**config.mk**
```make
export PLATFORM = sky130hd
export DESIGN_NAME = rect_stream_tx
export DESIGN_NICKNAME = d
export VERILOG_FILES = /design/src/rtl/rect_stream_pkg.sv /design/src/rtl/rect_stream_tx_edge_calc.sv /design/src/rtl/rect_stream_tx.sv
export SDC_FILE = /design/constraint.sdc
export NUM_CORES = 1
export LEC_CHECK = 0
export BUFFER_PORTS_ARGS = -buffer_cell sky130_fd_sc_hd__buf_4
export CAP_MARGIN = 15
export CORE_ASPECT_RATIO = 0.6
export CORE_MARGIN = 2
export CORE_UTILIZATION = 60
export CTS_CLUSTER_DIAMETER = 40
export DETAILED_ROUTE_END_ITERATION = 10
export PLACE_DENSITY = 0.9
export SLEW_MARGIN = 20
export SYNTH_ARGS = -nofsm -noshare
export SYNTH_HDL_FRONTEND = slang
export SYNTH_SLANG_ARGS = --single-unit
export TNS_END_PERCENT = 30
```
**constraint.sdc**
```tcl
create_clock -name clk -period 4.1 [get_ports clk]
set_clock_uncertainty 0.05 [all_clocks]
set_input_delay 0.205 -clock clk [delete_from_list [all_inputs] [get_ports clk]]
set_output_delay 0.205 -clock clk [all_outputs]
set_load 0.1 [all_outputs]
```
**src/rtl/rect_stream_pkg.sv**
```systemverilog
// Shared types, field indices and the coordinate clamp for the rect copy link.
package rect_stream_pkg;

  localparam int unsigned WORDS_PER_RECT = 5;

  typedef enum logic [1:0] {
    IDLE,
    READ,
    DRAIN,
    DONE
  } state_t;

  // Field order is identical in the memory record and in the output stream.
  localparam logic [2:0] F_X     = 3'd0;
  localparam logic [2:0] F_Y     = 3'd1;
  localparam logic [2:0] F_W     = 3'd2;
  localparam logic [2:0] F_H     = 3'd3;
  localparam logic [2:0] F_COLOR = 3'(WORDS_PER_RECT - 1);

  // Clamp a signed coordinate into [0, 2^coord_width-1], zero-extended to 16 bits.
  // coord_width must not exceed 16.
  function automatic logic [15:0] clamp_coord(input logic signed [17:0] v,
                                              input int unsigned coord_width);
    logic [17:0] lim;
    lim = 18'((32'd1 << coord_width) - 32'd1);
    if (v < 0)
      clamp_coord = '0;
    else if ($unsigned(v) > lim)
      clamp_coord = lim[15:0];
    else
      clamp_coord = v[15:0];
  endfunction

endpackage

```
**src/rtl/rect_stream_tx_edge_calc.sv**
```systemverilog
// Combinational per-word conversion from a rect record field to an output edge.
module rect_edge_calc
  import rect_stream_pkg::*;
#(
  parameter int unsigned COORD_WIDTH = 11
) (
  input  logic [2:0]  i_field,
  input  logic [15:0] i_rdata,
  input  logic [15:0] i_x_hold,
  input  logic [15:0] i_y_hold,
  output logic [15:0] o_word
);

  logic signed [17:0] w_rd_s;
  logic signed [17:0] w_rd_u;
  logic signed [17:0] w_x_s;
  logic signed [17:0] w_y_s;
  logic signed [17:0] w_right;
  logic signed [17:0] w_bottom;

  // Select the conversion by field; sums carry one bit beyond 17 so that
  // 16'h7FFF + 16'hFFFF stays positive and clamps to the ceiling.
  always_comb begin
    w_rd_s   = {{2{i_rdata[15]}}, i_rdata};
    w_rd_u   = {2'b00, i_rdata};
    w_x_s    = {{2{i_x_hold[15]}}, i_x_hold};
    w_y_s    = {{2{i_y_hold[15]}}, i_y_hold};
    w_right  = w_x_s + w_rd_u;
    w_bottom = w_y_s + w_rd_u;
    case (i_field)
      F_X, F_Y: o_word = clamp_coord(w_rd_s, COORD_WIDTH);
      F_W:      o_word = clamp_coord(w_right, COORD_WIDTH);
      F_H:      o_word = clamp_coord(w_bottom, COORD_WIDTH);
      default:  o_word = i_rdata;
    endcase
  end

endmodule

```
**src/rtl/rect_stream_tx.sv**
```systemverilog
// Rect copy transmitter: reads RECT_COUNT records from data memory on a frame
// trigger and streams clamped edges to the GPU, stalling the CPU meanwhile.
module rect_stream_tx
  import rect_stream_pkg::*;
#(
  parameter int unsigned COORD_WIDTH = 11,
  parameter int unsigned RECT_COUNT  = 64,
  parameter logic [15:0] RECT_BASE   = 16'h0000
) (
  input  logic        clk,
  input  logic        reset,
  input  logic        start,
  output logic [15:0] mem_addr,
  output logic        mem_rd,
  input  logic [15:0] mem_rdata,
  output logic        cpu_stall,
  output logic        copy_start,
  output logic [15:0] dout,
  output logic        done
);

  localparam int unsigned RECT_W = (RECT_COUNT > 1) ? $clog2(RECT_COUNT) : 1;

  state_t              r_state;
  logic [2:0]          r_field;
  logic [RECT_W-1:0]   r_rect;
  logic                r_drain;
  logic [15:0]         r_addr;
  logic                r_mem_rd;
  logic                r_stall;
  logic                r_copy_start;
  logic                r_done;

  logic                r_rd_d;
  logic [2:0]          r_field_d;
  logic [15:0]         r_x_hold;
  logic [15:0]         r_y_hold;
  logic [15:0]         r_dout;

  logic                w_last;
  logic [15:0]         w_word;

  assign w_last = (r_field == F_COLOR) && (r_rect == RECT_W'(RECT_COUNT - 1));

  // Frame FSM: counters, address generator and registered control outputs.
  always_ff @(posedge clk) begin
    if (reset) begin
      r_state      <= IDLE;
      r_field      <= '0;
      r_rect       <= '0;
      r_drain      <= 1'b0;
      r_addr       <= '0;
      r_mem_rd     <= 1'b0;
      r_stall      <= 1'b0;
      r_copy_start <= 1'b0;
      r_done       <= 1'b0;
    end else begin
      r_copy_start <= 1'b0;
      r_done       <= 1'b0;
      case (r_state)
        IDLE: begin
          if (start) begin
            r_state  <= READ;
            r_addr   <= RECT_BASE;
            r_mem_rd <= 1'b1;
            r_stall  <= 1'b1;
            r_field  <= '0;
            r_rect   <= '0;
          end
        end
        READ: begin
          // First read goes out this cycle, so its data appears on the next.
          r_copy_start <= (r_field == F_X) && (r_rect == '0);
          if (w_last) begin
            r_state  <= DRAIN;
            r_mem_rd <= 1'b0;
            r_field  <= '0;
            r_rect   <= '0;
            r_drain  <= 1'b0;
          end else begin
            r_addr <= r_addr + 16'd1;
            if (r_field == F_COLOR) begin
              r_field <= F_X;
              r_rect  <= r_rect + 1'b1;
            end else begin
              r_field <= r_field + 3'd1;
            end
          end
        end
        DRAIN: begin
          if (r_drain) begin
            r_state <= DONE;
            r_done  <= 1'b1;
          end else begin
            r_drain <= 1'b1;
          end
        end
        DONE: begin
          r_state <= IDLE;
          r_stall <= 1'b0;
          r_drain <= 1'b0;
        end
        default: r_state <= IDLE;
      endcase
    end
  end

  // Data path: track which field is on mem_rdata, hold x/y, register the output word.
  always_ff @(posedge clk) begin
    if (reset) begin
      r_rd_d    <= 1'b0;
      r_field_d <= '0;
      r_x_hold  <= '0;
      r_y_hold  <= '0;
      r_dout    <= '0;
    end else begin
      r_rd_d    <= r_mem_rd;
      r_field_d <= r_field;
      if (r_rd_d) begin
        r_dout <= w_word;
        if (r_field_d == F_X) r_x_hold <= mem_rdata;
        if (r_field_d == F_Y) r_y_hold <= mem_rdata;
      end
    end
  end

  rect_edge_calc #(
    .COORD_WIDTH(COORD_WIDTH)
  ) u_calc (
    .i_field (r_field_d),
    .i_rdata (mem_rdata),
    .i_x_hold(r_x_hold),
    .i_y_hold(r_y_hold),
    .o_word  (w_word)
  );

  assign mem_addr   = r_addr;
  assign mem_rd     = r_mem_rd;
  assign cpu_stall  = r_stall;
  assign copy_start = r_copy_start;
  assign dout       = r_dout;
  assign done       = r_done;

endmodule

```
==> metrics.cfg, run 1 <==
[global_routing]
grt_usage_pct=31.6
grt_antenna_before_repair=0
grt_pass1_vias=5162
grt_max_degree=70
globalRoute.totalOverflow=0
grt_pass1_wl_um=25600

[sta]
max_freq_mhz=279
post-route-period-util_pct=87.3
finalMaxSlewViolations=0
hold_violations=0
final-setup-viol-count=0
slew_headroom_pct=33.1
tns_ns=0
period_needed_ns=3.58
grt_setup_unrepaired=no
setup_ws_ns=0.521
worst_pin_slew_ns=1.00

[die]
ios=55
start_util_pct=61.8
die_h_um=79.3
coreArea_um2=9190
dieArea_um2=10300
fp.dieW_um=130
num_rows=27

[worst_setup_path]
cp_data_arrival_time_ns=3.72
cpPeakStageDelay_ns=0.56
critPathSlowestCell=a2111oi_0
start_kind=flop
endpoint_kind=flop
crit_fanout=11
cp_num_buf_inv=2
crit_top_cell=a21oi_1
path_class=reg2reg
required_ns=4.24
critPathTopFamily=compound AO/OA/AOI/OAI gates
cp_cell_sequence=ha_1, inv_1, fa_1, nand2b_1, a2111oi_0, o211ai_1, a21oi_1, mux2i_1, nor4b_1, a21oi_1, buf_4, nor4_2, o32ai_1

[yosys]
synth_area_um2=5680
syn_nets=813
yosys-top-cells-area=dfxtp_1 30%, ha_1 9.7%, nand2_1 7.7%
synth_commonest_cells=116 x nand2_1, 84 x dfxtp_1, 80 x a21oi_1, 61 x nor2_1
async_flop_share_pct=0
synth_seq_cells=84
yosysTopAreaCellShare_pct=29.6
synth_most_common_cell=nand2_1
syn_avg_cell_area_um2=7.59
ys.flop_type=dfxtp_1
yosysWarnings=0
synth_edf_count=0
synth_top_area_cell=dfxtp_1
synthDistinctLibCells=63
netlist_instances=748
seq_area_frac_synth_pct=29.6

[route]
ant_nets=0
firstDrtPassIters=6
drtIter0Drc=726
wl_per_cell_um=17.6
drcViolationCount=0
wl_um=16100
num_vias=5770
vias_per_cell=6.33

[layout]
synthToLayoutAreaGrowth_pct=13.4
n_antenna_cell=0
fin_util_pct=70.1
fin_nets=842
layout-drive-gt1-share_pct=10.9

[run]
drv_cap=0

[outcome]
status=finished, final reports clean

[clock_tree]
htreeDepth=3
clockBufferDepth=2
cts.reportedPaths.clkPinSlew_ns=0.06
hold_buffers=0
cts_setup_buffers=0
clock_latency_ns=0.34
cts-root-buf=clkbuf_16
cts_buffers=9
cts_sinks=84
cts_tree=yes
cts_resized=0

[worst_hold_path]
min_path_type=in2reg

[placement]
place.detailed.hpwl_um=11700
io_buffers=54
gp_congestion=0.947
pre_cts_slack_ns=0.701

[pwr]
power.density_nw_per_um2=435
ir_drop_uv=409
total_power_mw=2.80
p_leak_nw=2.49

## tightest hold or removal path, cell delays in order
cell	delay (ns)
buf_4	0.14
nand2_1	0.05
a21oi_1	0.05
## state kept, by name, summed over array words and instances (netlist names)
name        cells
r_x_hold       16
r_field_d       3
cpu_stall       1
done            1
mem_addr       16
r_state         2
mem_rd          1
r_rect          6
dout           16
r_y_hold       16
r_rd_d          1
copy_start      1
r_field         3
r_drain         1
## power by group
group          total (mW)  switching, mW  internal, mW
registers           0.950         0.0679         0.882
clock network       0.918          0.361         0.557
logic               0.931          0.645         0.286
total                2.80           1.07          1.73
## worst paths after layout
| kind | startpoint | end | slack (ns) | cells past startpoint |
|---|---|---|---|---|
| hold / removal | mem_rdata[13] | r_y_hold[13]$_SDFFE_PP0P_ | 0.10 | 3 |
| setup / recovery | r_x_hold[0]$_SDFFE_PP0P_ | dout[9]$_SDFFE_PP0P_ | 0.52 | 13 |
| hold reg to reg | r_drain$_SDFFE_PP0P_ | done$_SDFF_PP0_ | 0.40 | 2 |
| setup reg to reg | r_x_hold[0]$_SDFFE_PP0P_ | dout[9]$_SDFFE_PP0P_ | 0.52 | 13 |
## cells by family after synthesis
logic type	after synthesis	synth area share, %
and+or+nand+nor	311	26.6
AOI/OAI and AO/OA	201	22.1
DFF	84	29.6
buffers and inverters	62	4.34
adders and majority gates	46	10.4
xor gates and xnor gates	39	6.02
muxes	5	0.904
## cell usage in the layout, fill, tap and decap left out, types with 4 or more instances in the layout
cell type,netlist,layout
nand2_1,116,116
dfxtp_1,84,84
a21oi_1,80,80
nor2_1,61,60
buf_4,0,56
o21ai_0,44,44
ha_1,44,44
inv_1,24,24
nand3_1,24,24
xor2_1,22,22
nand2b_1,20,20
nor3_1,19,19
nor2b_1,18,18
xnor2_1,17,17
clkbuf_16,0,9
nand4_1,8,8
o32ai_1,8,8
a21o_1,7,7
and3_1,7,7
nor3b_1,6,6
nor4_1,6,6
a211oi_1,6,6
a31oi_1,6,6
o21a_1,5,5
o21bai_1,5,5
mux2i_1,4,4
o22ai_1,4,4
and2_1,4,4
o31ai_1,4,4
a221oi_1,4,4
## final cells by class
type	count	area, µm²
sequential	84	1680
multi-input combinational	602	3750
clock buffer	10	239
clock inverter	6	93.8
inverter	24	90.1
timing repair buffer	56	420
fill	751	2750
tap	130	163
## per-layer routing
metal	vias up	share of wire, %	GRT usage (%)
li1	2710	-	-
met1	2709	45	46.1
met2	306	42	45.5
met3	45	11	8.42
met4	0	2.0	8.71
met5	-	0	0
## stage by stage
stage / hold WS [ns] / instance area [µm²] / instances
after global placement: 0.382 / 6100 / 896
after CTS: 0.0991 / 6440 / 912
after floorplan: 0.291 / 5680 / 748
final: 0.101 / 6440 / 912
after detailed placement: 0.389 / 6100 / 896
after global routing: 0.111 / 6440 / 912
Power figures use the tool's default switching activity.
==> inputs of run 2 (changes only) <==
- RECOVER_POWER: default -> 50
==> run 2 against run 1 <==
Against the previous run:
- clock power down 0.5%
- highest routed layer unchanged
- largest power group unchanged
- power decreased by 0.94%
- die area unchanged
- the run now ends with capacitance limit, slew limit left
- first-iteration DRC count shrank 5.1%
- sequential power hardly changed
==> metrics.cfg, run 2 (synthesized netlist as in run 1, its figures left out) <==
[outcome]
status=complete, but fails checks
violations=capacitance limit, slew limit

[clock_tree]
clock_latency_ns=0.34  ; about the same
cts.reportedPaths.clkPinSlew_ns=0.06  ; about the same
cts_sinks=84  ; unchanged
htreeDepth=3  ; unchanged
cts_setup_buffers=0  ; unchanged
cts_buffers=9  ; unchanged
cts-root-buf=clkbuf_16
hold_buffers=0  ; unchanged
clockBufferDepth=2  ; unchanged
cts_tree=yes
cts_resized=0  ; unchanged

[die]
die_h_um=79.3  ; unchanged
dieArea_um2=10300  ; unchanged
coreArea_um2=9190  ; unchanged
start_util_pct=61.8  ; unchanged
num_rows=27  ; unchanged
ios=55  ; unchanged
fp.dieW_um=130  ; unchanged

[route]
drcViolationCount=0  ; unchanged
wl_um=16100  ; about the same
drtIter0Drc=689  ; -5.1%
vias_per_cell=6.32  ; -0.17%
firstDrtPassIters=5  ; -1
num_vias=5760  ; -0.17%
ant_nets=0  ; unchanged
wl_per_cell_um=17.6  ; about the same

[sta]
worst_pin_slew_ns=3.18  ; +2.17 ns
grt_setup_unrepaired=no
final-setup-viol-count=0  ; unchanged
whs_ns=0.105  ; +0.00412 ns
hold_violations=0  ; unchanged
tns_ns=0  ; unchanged
setup_ws_ns=0.434  ; -0.0866 ns
slew_headroom_pct=-112  ; -140 points
finalMaxSlewViolations=70  ; +70
max_freq_mhz=273  ; -2.4%
period_needed_ns=3.67  ; +0.0866 ns
post-route-period-util_pct=89.4  ; +2.1 points

[global_routing]
grt_antenna_before_repair=0  ; unchanged
grt_usage_pct=31.6  ; unchanged
grt_pass1_wl_um=25600  ; unchanged
globalRoute.totalOverflow=0  ; unchanged
grt_pass1_vias=5162  ; unchanged
grt_max_degree=70  ; unchanged

[layout]
final_area_um2=6300  ; -2.2%
fin_nets=842  ; unchanged
finalNonFillerCells=912  ; unchanged
n_antenna_cell=0  ; unchanged
layout-drive-gt1-share_pct=6.14  ; -4.7 points
final_common_cell=nand2_1
layout_common_cells=116 x nand2_1, 84 x dfxtp_1, 80 x a21oi_1
fill_cells=791  ; +5.3%
fin_util_pct=68.6  ; -1.5 points
synthToLayoutAreaGrowth_pct=11.0

[pwr]
power.density_nw_per_um2=440  ; +1.2%
p_leak_nw=2.34  ; -6.2%
ir_drop_uv=407  ; -0.62%
total_power_mw=2.77  ; -0.94%

[worst_hold_path]
min_path_type=in2reg
min_from=mem_rdata[13]

[worst_setup_path]
critPathLaunch=r_x_hold[0]$_SDFFE_PP0P_
path_class=reg2reg
start_kind=flop
endpoint_kind=flop
required_ns=4.13  ; -0.11 ns
cp_data_arrival_time_ns=3.70  ; -0.02 ns
rr_startpoint=r_x_hold[0]$_SDFFE_PP0P_
crit_fanout=11  ; unchanged

[placement]
pre_cts_slack_ns=0.701  ; unchanged
postPlaceCellArea_um2=6100  ; unchanged
io_buffers=54  ; unchanged
place.detailed.hpwl_um=11700  ; unchanged
gp_congestion=0.947  ; unchanged
dp_cells=896  ; unchanged

[run]
drv_cap=1  ; +1

==> run 2: cell count changes in the layout (fill, tap and decap cells not counted) <==
cell      before  now
buf_4         56   19
clkbuf_1       0   37
==> run 2: final timing paths <==
path | cells after the start | slack, ns | endpoint
max reg2reg | 13 | 0.43 | dout[9]$_SDFFE_PP0P_
min reg2reg | 2 | 0.40 | done$_SDFF_PP0_
min | 3 | 0.11 | r_y_hold[13]$_SDFFE_PP0P_
max | 13 | 0.43 | dout[9]$_SDFFE_PP0P_
==> run 2: routing by layer <==
layer	up-vias	global-route usage, %	wire, µm
met3	43	8.42	1810
met1	2692	46.1	7240
li1	2704	-	-
met5	-	0	0
met4	0	8.71	297
met2	321	45.5	6710
==> run 2: final cells by class <==
class,instances,area [µm²],area share [%]
timing repair buffer,56,282,4.47
multi-input combinational,602,3750,59.5
clock buffer,10,239,3.79
inverter,24,90.1,1.43
clock inverter,6,93.8,1.49
tap,130,163,2.58
sequential,84,1680,26.7
==> run 2: power breakdown <==
part	switching [mW]	internal, mW	total [mW]
sequential	0.0671	0.883	0.950
combinational	0.646	0.264	0.910
clock	0.356	0.557	0.913
==> run 2: worst max-delay path, cell delays in order, from the launching register on <==
cell       delay (ns)
dfxtp_1          0.35
ha_1             0.22
inv_1            0.08
fa_1             0.40
nand2b_1         0.19
a2111oi_0        0.56
o211ai_1         0.19
a21oi_1          0.20
mux2i_1          0.09
nor4b_1          0.27
a21oi_1          0.12
buf_4            0.20
nor4_2           0.34
o32ai_1          0.13
==> inputs of run 3 (changes only) <==
- ABC_AREA: default -> 1
- CORE_UTILIZATION: 60 -> 61
- PLACE_DENSITY: 0.9 -> 0.91
==> run 3 against run 2 <==
Against the previous run:
- the run now ends clean
- non-clock buffer count fell by 2
- clock power fell by 12%
- highest routed layer unchanged
- largest cell class unchanged
- sequential share of layout area fell by 1.2 points
- combinational power rose by 16%
- sequential power rose by 2.4%
- critical path depth fell by 1
- critical path type unchanged
==> metrics.cfg, run 3 <==
[outcome]
status=finished, final reports clean

[global_routing]
grt_pass1_wl_um=26700  ; +4.1%
grt_antenna_before_repair=0  ; unchanged
globalRoute.totalOverflow=0  ; unchanged
grt_usage_pct=31.0  ; -0.55 points
grt_pass1_vias=5387  ; +4.4%
grt_max_degree=44  ; -37%

[clock_tree]
htreeDepth=3  ; unchanged
cts_setup_buffers=0  ; unchanged
cts-root-buf=clkbuf_16
cts_resized=0  ; unchanged
hold_buffers=0  ; unchanged
clock_latency_ns=0.34  ; about the same
cts_sinks=84  ; unchanged
cts_tree=yes
clockBufferDepth=2  ; unchanged
cts.reportedPaths.clkPinSlew_ns=0.06  ; about the same
cts_buffers=9  ; unchanged

[yosys]
synth_commonest_cells=253 x nand2_1, 149 x inv_1, 107 x nor2_1, 90 x a21oi_1, 84 x dfxtp_1
synth_area_um2=6010  ; +5.9%
ys.flop_type=dfxtp_1
synth_edf_count=0  ; unchanged
synth_seq_cells=84  ; unchanged
synth_most_common_cell=nand2_1
yosysWarnings=0  ; unchanged
synthDistinctLibCells=41  ; -35%
netlist_instances=964  ; +29%
syn_avg_cell_area_um2=6.24  ; -18%
yosys-top-cells-area=dfxtp_1 28%, nand2_1 16%, inv_1 9.3%
syn_nets=1029  ; +27%
yosysTopAreaCellShare_pct=28.0  ; -1.7 points
seq_area_frac_synth_pct=28.0  ; -1.7 points
async_flop_share_pct=0  ; unchanged
synth_top_area_cell=dfxtp_1

[pwr]
ir_drop_uv=255  ; -37%
power.density_nw_per_um2=430  ; -2.3%
total_power_mw=2.84  ; +2.4%
p_leak_nw=3.09  ; +32%

[sta]
grt_setup_unrepaired=no
hold_violations=0  ; unchanged
period_needed_ns=2.94  ; -0.726 ns
max_freq_mhz=340  ; +25%
final-setup-viol-count=0  ; unchanged
finalMaxSlewViolations=0  ; -100%
setup_ws_ns=1.16  ; +0.726 ns
slew_headroom_pct=19.2  ; +130 points
worst_pin_slew_ns=1.22  ; -1.96 ns
post-route-period-util_pct=71.7  ; -18 points
tns_ns=0  ; unchanged

[route]
drcViolationCount=0  ; unchanged
dr.max_layer_used=met4
ant_nets=0  ; unchanged
vias_per_cell=5.55  ; -12%
wl_met2_um=6440  ; -4.0%
num_vias=6330  ; +9.9%
wl_per_cell_um=14.3  ; -19%
wl_um=16300  ; +1.5%
firstDrtPassIters=6  ; +1
wl_met1_um=7720  ; +6.6%
drtIter0Drc=684  ; -0.73%
met3_length_um=1970  ; +9.1%

[worst_setup_path]
required_ns=4.32  ; +0.19 ns
critPathTopFamily=simple AND/OR/NAND/NOR gates
endpoint_kind=flop
reg2reg_depth=12  ; -1
r2r_slack_ns=1.16  ; +0.73 ns
worst-path-stages=12  ; -1
critPathSlowestCell=ha_1
crit_fanout=9  ; -2
cp_data_arrival_time_ns=3.16  ; -0.54 ns
critPathLaunch=r_state[1]$_SDFFE_PP0P_
r2r_end=mem_addr[13]$_SDFFE_PP0P_
start_kind=flop
rr_startpoint=r_state[1]$_SDFFE_PP0P_
path_class=reg2reg
cp_num_buf_inv=3  ; +1
endpoint=mem_addr[13]$_SDFFE_PP0P_
cp_cell_sequence=inv_1, ha_1, a21oi_1, clkinvlp_2, nand2_1, inv_1, nand4_1, nor3_2, nand3_1, nor2_1, o21ai_0, a21oi_1
cpPeakStageDelay_ns=0.40  ; -0.16 ns

[placement]
dp_cells=1125  ; +26%
io_buffers=54  ; unchanged
pre_cts_slack_ns=1.24  ; +0.537 ns
place.detailed.hpwl_um=12300  ; +5.3%
gp_congestion=1.07  ; +13%

[worst_hold_path]
holdPathStages=3  ; unchanged
min_path_type=in2reg

[run]
drv_cap=0  ; -1

[layout]
synthToLayoutAreaGrowth_pct=9.82
fin_nets=1066  ; +27%
fin_util_pct=68.0  ; -0.52 points
layout_common_cells=254 x nand2_1, 149 x inv_1, 107 x nor2_1
layout-drive-gt1-share_pct=5.47  ; -0.67 points
finalNonFillerCells=1141  ; +25%
fill_cells=875  ; +11%
final_common_cell=nand2_1
n_antenna_cell=0  ; unchanged

[die]
die_h_um=80.9  ; +2.0%
coreArea_um2=9700  ; +5.6%
start_util_pct=62.0  ; +0.17 points
num_rows=28  ; +3.7%
dieArea_um2=10700  ; +4.0%
ios=55  ; unchanged
fp.dieW_um=132  ; +2.0%

==> run 3: cells by family (layout without fill, tap and decap cells) <==
group	after synthesis	count (layout)	share of synthesized area (%)
and+or+nand+nor	475	475	33.6
buffers and inverters	180	222	11.7
AOI/OAI and AO/OA	156	156	13.6
DFF	84	84	28.0
adders and majority gates	46	46	9.82
xor gates and xnor gates	23	23	3.35
==> run 3: metrics by stage <==
stage | hold WS (ns) | cell area (µm²)
detailed placement | 0.395 | 6450
floorplan | 0.311 | 6010
global placement | 0.388 | 6450
global route | 0.143 | 6600
CTS | 0.125 | 6750
finish | 0.126 | 6600
==> run 3: power by group <==
part	switching, mW	leakage, nW	total [mW]	internal (mW)
registers	0.0674	0.681	0.973	0.906
clock network	0.339	0.140	0.803	0.464
logic	0.790	2.27	1.06	0.274
total	1.20	3.09	2.84	1.64
==> run 3: routing by layer <==
layer | GRT usage [%] | vias up
met2 | 43.5 | 330
met1 | 46.3 | 2830
met4 | 7.39 | 0
met3 | 8.80 | 19
li1 | - | 3151
met5 | 0 | -
==> run 3: worst min-delay path, delay by kind of cell <==
kind / cells / cell delay [ns]
buffers and inverters: 1 / 0.12
and+or+nand+nor: 1 / 0.09
AOI/OAI and AO/OA: 1 / 0.06
==> run 3: worst min path at each step <==
stage | start | to | slack (ns)
final | mem_rdata[14] | dout[14]$_SDFFE_PP0P_ | 0.13
after detailed placement | r_y_hold[5]$_SDFFE_PP0P_ | r_y_hold[5]$_SDFFE_PP0P_ | 0.40
after global routing | start | cpu_stall$_SDFFE_PP0P_ | 0.14
after CTS | mem_rdata[11] | dout[11]$_SDFFE_PP0P_ | 0.13
after global placement | r_y_hold[0]$_SDFFE_PP0P_ | r_y_hold[0]$_SDFFE_PP0P_ | 0.39
after floorplan | mem_rdata[11] | dout[11]$_SDFFE_PP0P_ | 0.31
==> run 3: cell type report <==
cell class / count / area [µm²] / area share, %
clock buffers: 14 / 274 / 4.15
multi-input cells: 700 / 3620 / 54.8
repair buffers: 54 / 270 / 4.09
well taps: 135 / 169 / 2.56
inverters: 152 / 572 / 8.66
flip-flops and latches: 84 / 1680 / 25.5
clock inverters: 2 / 16.3 / 0.246
